## src/rtl/seq_mult.sv

```systemverilog
// seq_mult: shift-add sequential multiplier, one partial product per clock.
// Accepts a start in IDLE or DONE, spends WIDTH cycles in CALC (busy=1),
// then pulses done for one cycle in DONE with the product on out.
// Optional build macro: SEQ_MULT_SIGNED_EN selects two's-complement operands.
//
// Handshake: start is sampled on a rising edge only when the FSM is in IDLE
// or DONE (busy=0); a sampled start latches a/b. done is a one-cycle valid
// strobe for out, and out holds its value until the next done.
module seq_mult #(
  parameter int WIDTH = 8
) (
  input  logic                 clk,
  input  logic                 rst_n,
  input  logic                 start,
  input  logic [WIDTH-1:0]     a,
  input  logic [WIDTH-1:0]     b,
  output logic                 busy,
  output logic                 done,
  output logic [2*WIDTH-1:0]   out,
  output logic [1:0]           dbg_state
);

  localparam int CW = $clog2(WIDTH + 1);

  typedef enum logic [1:0] {
    IDLE = 2'd0,
    CALC = 2'd1,
    DONE = 2'd2
  } state_t;

  state_t             state;
  state_t             state_nx;
  logic [2*WIDTH-1:0] mcand;    // multiplicand, pre-shifted by the current bit index
  logic [WIDTH-1:0]   mplier;   // multiplier, shifted right so bit 0 is the current bit
  logic [2*WIDTH-1:0] acc;
  logic [2*WIDTH-1:0] acc_nx;
  logic [2*WIDTH-1:0] a_ext;
  logic [CW-1:0]      cnt;
  logic               last_bit;

  assign dbg_state = state;
  assign last_bit  = (cnt == CW'(WIDTH - 1));

  // Extend the multiplicand to the full product width.
`ifdef SEQ_MULT_SIGNED_EN
  assign a_ext = {{WIDTH{a[WIDTH-1]}}, a};
`else
  assign a_ext = {{WIDTH{1'b0}}, a};
`endif

  // Accumulate one partial product; the sign bit's weight is negative in signed mode.
  always_comb begin
    acc_nx = acc;
    if (mplier[0]) begin
`ifdef SEQ_MULT_SIGNED_EN
      if (last_bit) acc_nx = acc - mcand;
      else          acc_nx = acc + mcand;
`else
      acc_nx = acc + mcand;
`endif
    end
  end

  // State register.
  always_ff @(posedge clk) begin
    if (!rst_n) state <= IDLE;
    else        state <= state_nx;
  end

  // Next-state and status outputs.
  always_comb begin
    state_nx = state;
    busy     = 1'b0;
    done     = 1'b0;
    case (state)
      IDLE: begin
        state_nx = start ? CALC : IDLE;
      end
      CALC: begin
        busy = 1'b1;
        if (last_bit) state_nx = DONE;
      end
      DONE: begin
        done     = 1'b1;
        state_nx = start ? CALC : IDLE;
      end
      default: state_nx = IDLE;
    endcase
  end

  // Datapath: latch operands on accept, shift-add in CALC, publish on entry to DONE.
  always_ff @(posedge clk) begin
    if (!rst_n) begin
      mcand  <= '0;
      mplier <= '0;
      acc    <= '0;
      cnt    <= '0;
      out    <= '0;
    end else begin
      case (state)
        CALC: begin
          acc    <= acc_nx;
          mcand  <= mcand << 1;
          mplier <= mplier >> 1;
          cnt    <= cnt + CW'(1);
          if (last_bit) out <= acc_nx;
        end
        default: begin
          if (start) begin
            mcand  <= a_ext;
            mplier <= b;
            acc    <= '0;
            cnt    <= '0;
          end
        end
      endcase
    end
  end

endmodule
```

## config.mk

```make
export PLATFORM = sky130hd
export DESIGN_NAME = seq_mult
export DESIGN_NICKNAME = d
export VERILOG_FILES = /design/src/rtl/seq_mult.sv
export SDC_FILE = /design/constraint.sdc
export NUM_CORES = 1
export LEC_CHECK = 0
export ABC_CLOCK_PERIOD_IN_PS = 7300
export CORE_ASPECT_RATIO = 0.6
export CORE_MARGIN = 2
export CORE_UTILIZATION = 50
export DETAILED_ROUTE_END_ITERATION = 10
export PLACE_DENSITY = 0.8
export SETUP_SLACK_MARGIN = 0.1
export SYNTH_ARGS = -nofsm -noshare
export SYNTH_HDL_FRONTEND = slang
export SYNTH_SLANG_ARGS = --single-unit
```

## constraint.sdc

```tcl
create_clock -name clk -period 7.3 [get_ports clk]
set_clock_uncertainty 0.1 [all_clocks]
set_input_delay 1.46 -clock clk [delete_from_list [all_inputs] [get_ports clk]]
set_output_delay 1.46 -clock clk [all_outputs]
set_load 0.02 [all_outputs]
```

==> results.cfg, run 1 <==
[timing]
fin_ws_ps = 2900
finalSetupTns_ps = 0
setup_viol_count_final = 0
slew_headroom = 0.321
slew_viol_final = 0
tightest_slew_ps = 1020
post_route_clock_period_utilization = 0.603
fmax_ghz = 0.227
final_count_of_hold_timing_violations = 0
final.min_clock_period_ps = 4400
grt_setup_unrepaired = false

[die]
row_count = 23
die-area_um2 = 7380
floorplan.io_pins = 39
placeableCoreArea_um2 = 6560
dieWidth_um = 110
initial_utilization = 0.509
dieHeight_um = 67.3

[pwr]
p_per_area_nw_per_um2 = 184
vdd.ir_drop.worst_mv = 0.0816
total_power_draw_uw = 711
leakage_uw = 0.00150

[cells_and_area]
insertedDiodeCount = 0
most_common_cell_after_layout_fill_and_taps_aside = sky130_fd_sc_hd__dfxtp_1
most_used_cells_in_the_layout_excluding_fill_and_tap_cells = 62 x sky130_fd_sc_hd__dfxtp_1, 45 x sky130_fd_sc_hd__nor2_1, 38 x sky130_fd_sc_hd__clkdlybuf4s50_1
finish.net_count = 448
nFillCells = 584
stdcell_area_um2 = 3870
stdcell_count = 504
drive_gt1_frac = 0.0719
area_delta_synth_final_pct = 15.8

[setup_path]
cp_slowest_stage_delay_ps = 780
setup.worst_path.end_class = output pin
worst_ep_required_time_ps = 5740
timing.critical_path.from_type = register
timing.critical_path.cells = nand2b_2 -> inv_1 -> clkdlybuf4s50_1
path_class = register to output pin
critPathSlowestCell = sky130_fd_sc_hd__inv_1
arrival_ps = 2840
reg2reg_slack_ps = 4270
crit_path_max_fanout = 55

[clock_tree]
clock_tree.buffer_depth = 2
cts_resized = 0
cts.clk_slew.worst_paths_ps = 70
cts_hold_buf = 0
cts_tree = done
cts_post_setup_buffers_inserted = 0
clock_tree.htree_level_count = 3
cts_sinks = 62
cts.root.buffer_cell = sky130_fd_sc_hd__clkbuf_8
cts_inserted_buffers = 9
clk-insertion-delay-late_ps = 350

[logic_synthesis]
synth_largest_type_area_fraction = 0.371
synthDominantAreaCellType = sky130_fd_sc_hd__dfxtp_1
synth_cell_types = 55
postSynthCellCount = 387
ys.flop_type = sky130_fd_sc_hd__dfxtp_1
yosys-top-cells-area = sky130_fd_sc_hd__dfxtp_1 37%, sky130_fd_sc_hd__mux2i_1 6.9%, sky130_fd_sc_hd__ha_1 6.0%, sky130_fd_sc_hd__a21oi_1 5.5%, sky130_fd_sc_hd__nor2_1 5.1%
yosys_register_bits = 62
syn_area_um2 = 3340
number_of_synthesized_flops_with_an_enable_pin = 0
synth_area_per_cell_um2 = 8.64
syn-num-nets = 423
seq_area_frac_synth = 0.371
async_flop_share = 0
ys.warnings.count = 0

[routing]
detail_route.wirelength_um = 8240
route.detailed.vias_per_inst = 5.88
number_of_routed_nets_with_antenna_violations = 0
drcViolationCount = 0
vias = 2964
avgRoutedWirePerCell_um = 16.3
detail_route.first_pass.iterations = 4
drt_iter0_drc = 269

[worst_hold_path]
hp-class = register to register

[global_route]
overflow = 0
vias_in_the_first_global_route = 2769
grt_pass1_wl_um = 13700
largest_net_degree_at_the_start_of_global_routing = 56
grt_antenna_before_repair = 0
gr-usage-all-layers = 0.247

[placed_design]
routabilityCongestion = 0.910
placed_cell_area_um2 = 3700
dp_worst_setup_slack_ps = 3300
dpl.cell_count = 488
io_buffers = 38
hpwl_um = 5700

[flow_run]
timing.max_cap.violations = 0

[run_status]
run_status = finished, final reports clean
## power breakdown
| part | switching, uW | internal, uW |
|---|---|---|
| sequential | 12.3 | 349 |
| clock | 137 | 131 |
| combinational | 48.0 | 33.9 |
| total | 197 | 513 |
## cell type report
type / instances / area [um2] / share of cell area
clock buffer: 12 / 145 / 0.0375
clock inverter: 4 / 22.5 / 0.00582
inverter: 7 / 26.3 / 0.00679
multi-input combinational: 292 / 1930 / 0.499
sequential: 62 / 1240 / 0.321
tap: 87 / 109 / 0.0281
timing repair buffer: 40 / 395 / 0.102
## per-stage QoR
stage / utilization / hold slack [ps]
finish: 0.590 / 374
global route: 0.590 / 406
CTS: 0.590 / 365
detailed placement: 0.564 / 357
global placement: 0.564 / 356
floorplan: - / 349
## cells by family (layout without fill, tap and decap cells)
kind of cell | Yosys count | after routing | synth area share
adders and majority gates | 17 | 17 | 0.0659
and+or+nand+nor | 116 | 116 | 0.155
muxes | 23 | 23 | 0.0689
DFF | 62 | 62 | 0.371
buffers and inverters | 33 | 63 | 0.0517
xor gates and xnor gates | 11 | 11 | 0.0288
AOI/OAI and AO/OA | 125 | 125 | 0.258
## worst max-delay path: cells and delay by family, from the launching register on
family | cells | cell delay, ps
buffers and inverters | 2 | 1510
and+or+nand+nor | 1 | 650
DFF | 1 | 320
## state kept, by name (all words and copies together), names as in the netlist
signal / count
dbg_state: 2
mcand: 16
mplier: 8
out: 16
cnt: 4
acc: 16
## routing by layer
layer	vias up	part of all wire	global-route usage
met2	104	0.40	0.342
met3	6	0.085	0.112
li1	1463	-	-
met4	0	0.0067	0.0665
met5	-	0	0
met1	1391	0.51	0.345
## path summary, 6_finish.rpt
| path | cells after the start | from | endpoint |
|---|---|---|---|
| max | 3 | dbg_state[1]$_SDFFE_PN0P_ | busy |
| max reg2reg | 6 | dbg_state[1]$_SDFFE_PN0P_ | acc[9]$_SDFFE_PN0P_ |
| min reg2reg | 2 | out[2]$_SDFFE_PN0P_ | out[2]$_SDFFE_PN0P_ |
| min | 2 | out[2]$_SDFFE_PN0P_ | out[2]$_SDFFE_PN0P_ |
## cells in the mapped netlist, types with 4 or more instances
cell type / n
sky130_fd_sc_hd__dfxtp_1: 62
sky130_fd_sc_hd__nor2_1: 45
sky130_fd_sc_hd__a21oi_1: 37
sky130_fd_sc_hd__nand2_1: 33
sky130_fd_sc_hd__mux2i_1: 23
sky130_fd_sc_hd__a211oi_1: 21
sky130_fd_sc_hd__ha_1: 16
sky130_fd_sc_hd__o21ai_0: 16
sky130_fd_sc_hd__nand3_1: 15
sky130_fd_sc_hd__clkbuf_1: 13
sky130_fd_sc_hd__a21o_1: 8
sky130_fd_sc_hd__inv_1: 7
sky130_fd_sc_hd__xnor2_1: 7
sky130_fd_sc_hd__buf_1: 5
sky130_fd_sc_hd__o211ai_1: 5
sky130_fd_sc_hd__a211oi_2: 4
sky130_fd_sc_hd__a22o_1: 4
sky130_fd_sc_hd__a32oi_1: 4
sky130_fd_sc_hd__and2_1: 4
sky130_fd_sc_hd__nand4_1: 4
sky130_fd_sc_hd__xor2_1: 4
No activity file was read; power rests on OpenSTA's default activity.
==> run 2, diff against run 1 <==
ABC_CLOCK_PERIOD_IN_PS = 3730   (was 7300)
PLACE_DENSITY = 0.83   (was 0.8)
clock period = 3.73 ns   (was 7.3 ns; I/O delays follow)
==> run 2 against run 1 <==
  * Total power is 110% higher
  * Combinational power is 110% higher
  * Clock power is 140% higher
  * Die area stayed put
  * Critical path depth is 5 higher
  * Global-route usage is 0.84 points higher
  * Non-clock buffer count is 4 higher
  * Largest cell class unchanged
  * Clock-buffer cell count is 2 lower
==> results.cfg, run 2 (synthesized netlist as in run 1, its figures left out) <==
[die]
initial_utilization = 0.509
floorplan.io_pins = 39
placeableCoreArea_um2 = 6560
dieWidth_um = 110
row_count = 23
die-area_um2 = 7380
dieHeight_um = 67.3

[clock_tree]
cts.root.buffer_cell = sky130_fd_sc_hd__clkbuf_8
clk-insertion-delay-late_ps = 350
cts_resized = 0
cts_post_setup_buffers_inserted = 0
cts_hold_buf = 0
cts_sinks = 62
cts_inserted_buffers = 9
clock_tree.buffer_depth = 2
clock_tree.htree_level_count = 3
cts.clk_slew.worst_paths_ps = 70
cts_tree = done

[pwr]
vdd.ir_drop.worst_mv = 0.197
p_per_area_nw_per_um2 = 385
leakage_uw = 0.00154

[routing]
drcViolationCount = 0
number_of_routed_nets_with_antenna_violations = 0
drt_iter0_drc = 229
avgRoutedWirePerCell_um = 16.8
vias = 3031
detail_route.first_pass.iterations = 5
detail_route.wirelength_um = 8520
route.detailed.vias_per_inst = 5.98

[cells_and_area]
finish.net_count = 452
stdcell_area_um2 = 3940
insertedDiodeCount = 0
drive_gt1_frac = 0.0810
most_used_cells_in_the_layout_excluding_fill_and_tap_cells = 62 x sky130_fd_sc_hd__dfxtp_1, 45 x sky130_fd_sc_hd__nor2_1, 38 x sky130_fd_sc_hd__clkdlybuf4s50_1
layout_top_registers = acc: 16 flops, mcand: 16 flops, out: 16 flops
most_common_cell_after_layout_fill_and_taps_aside = sky130_fd_sc_hd__dfxtp_1
area_delta_synth_final_pct = 17.7

[placed_design]
routabilityCongestion = 0.976
hpwl_um = 5970
io_buffers = 38
placed_cell_area_um2 = 3730

[timing]
slew_headroom = 0.587
fmax_ghz = 0.381
worst_hold_slack_ps = 358
post_route_clock_period_utilization = 0.703
grt_setup_unrepaired = false
final.min_clock_period_ps = 2620
tightest_slew_ps = 614
slew_viol_final = 0
finalSetupTns_ps = 0
final_count_of_hold_timing_violations = 0
setup_viol_count_final = 0

[setup_path]
setup.worst_path.end_class = register
arrival_ps = 2770
path_class = register to register
worst_ep_required_time_ps = 3880
timing.critical_path.from_type = register
crit_path_max_fanout = 3

[worst_hold_path]
hp-class = register to register

[global_route]
overflow = 0
grt_pass1_wl_um = 14300
largest_net_degree_at_the_start_of_global_routing = 55
vias_in_the_first_global_route = 2835
grt_antenna_before_repair = 0
gr-usage-all-layers = 0.256

[run_status]
run_status = finished, final reports clean

[flow_run]
timing.max_cap.violations = 0
[run 2: changes by cell type in the layout (fill, tap and decap cells not counted), sizes merged]
| cell | before | now |
|---|---|---|
| buf | 2 | 6 |
| bufinv | 0 | 2 |
| clkbuf | 12 | 10 |
| clkinvlp | 1 | 0 |
[run 2: per-stage QoR]
step                       util  cells  power, uW  worst slack [ps]
after floorplan               -    387        832              1300
after global placement    0.569    492        880              1190
after detailed placement  0.569    492        887              1120
after CTS                 0.600    507       1520              1110
after global routing      0.600    507       1580               968
final                     0.600    507       1510              1110
[run 2: final timing paths]
kind	startpoint	end	slack, ps	cells after the start
worst max register to register	mcand[0]$_SDFFE_PP0P_	out[12]$_SDFFE_PN0P_	1110	8
worst min register to register	out[2]$_SDFFE_PN0P_	out[2]$_SDFFE_PN0P_	360	2
worst min-delay path	out[2]$_SDFFE_PN0P_	out[2]$_SDFFE_PN0P_	360	2
worst max-delay path	mcand[0]$_SDFFE_PP0P_	out[12]$_SDFFE_PN0P_	1110	8
[run 2: layer usage]
metal	up-vias	GRT usage	routed length (um)
met5	-	0	0
met4	0	0.0791	107
met3	12	0.0666	653
met2	100	0.382	3610
met1	1448	0.362	4150
li1	1471	-	-
[run 2: worst max-delay path, cell delays in order (launching register included)]
cell,delay [ps]
sky130_fd_sc_hd__dfxtp_1,330
sky130_fd_sc_hd__ha_1,260
sky130_fd_sc_hd__fa_1,430
sky130_fd_sc_hd__a21oi_1,200
sky130_fd_sc_hd__o211ai_1,150
sky130_fd_sc_hd__a221oi_1,360
sky130_fd_sc_hd__o21ai_0,170
sky130_fd_sc_hd__xor2_1,180
sky130_fd_sc_hd__o311a_1,340
[run 2: area by class of cell]
class,count,area (um2)
Clock buffer,10,128
Clock inverter,5,75.1
Fill cell,591,2630
Inverter,7,26.3
Multi-Input combinational cell,292,1930
Sequential cell,62,1240
Tap cell,87,109
Timing Repair Buffer,44,425
[run 2: power by group]
part           internal (uW)  switching, uW  total, uW
clock                    369            269        638
sequential               682           18.2        701
combinational           69.2            106        175
total                   1120            393       1510
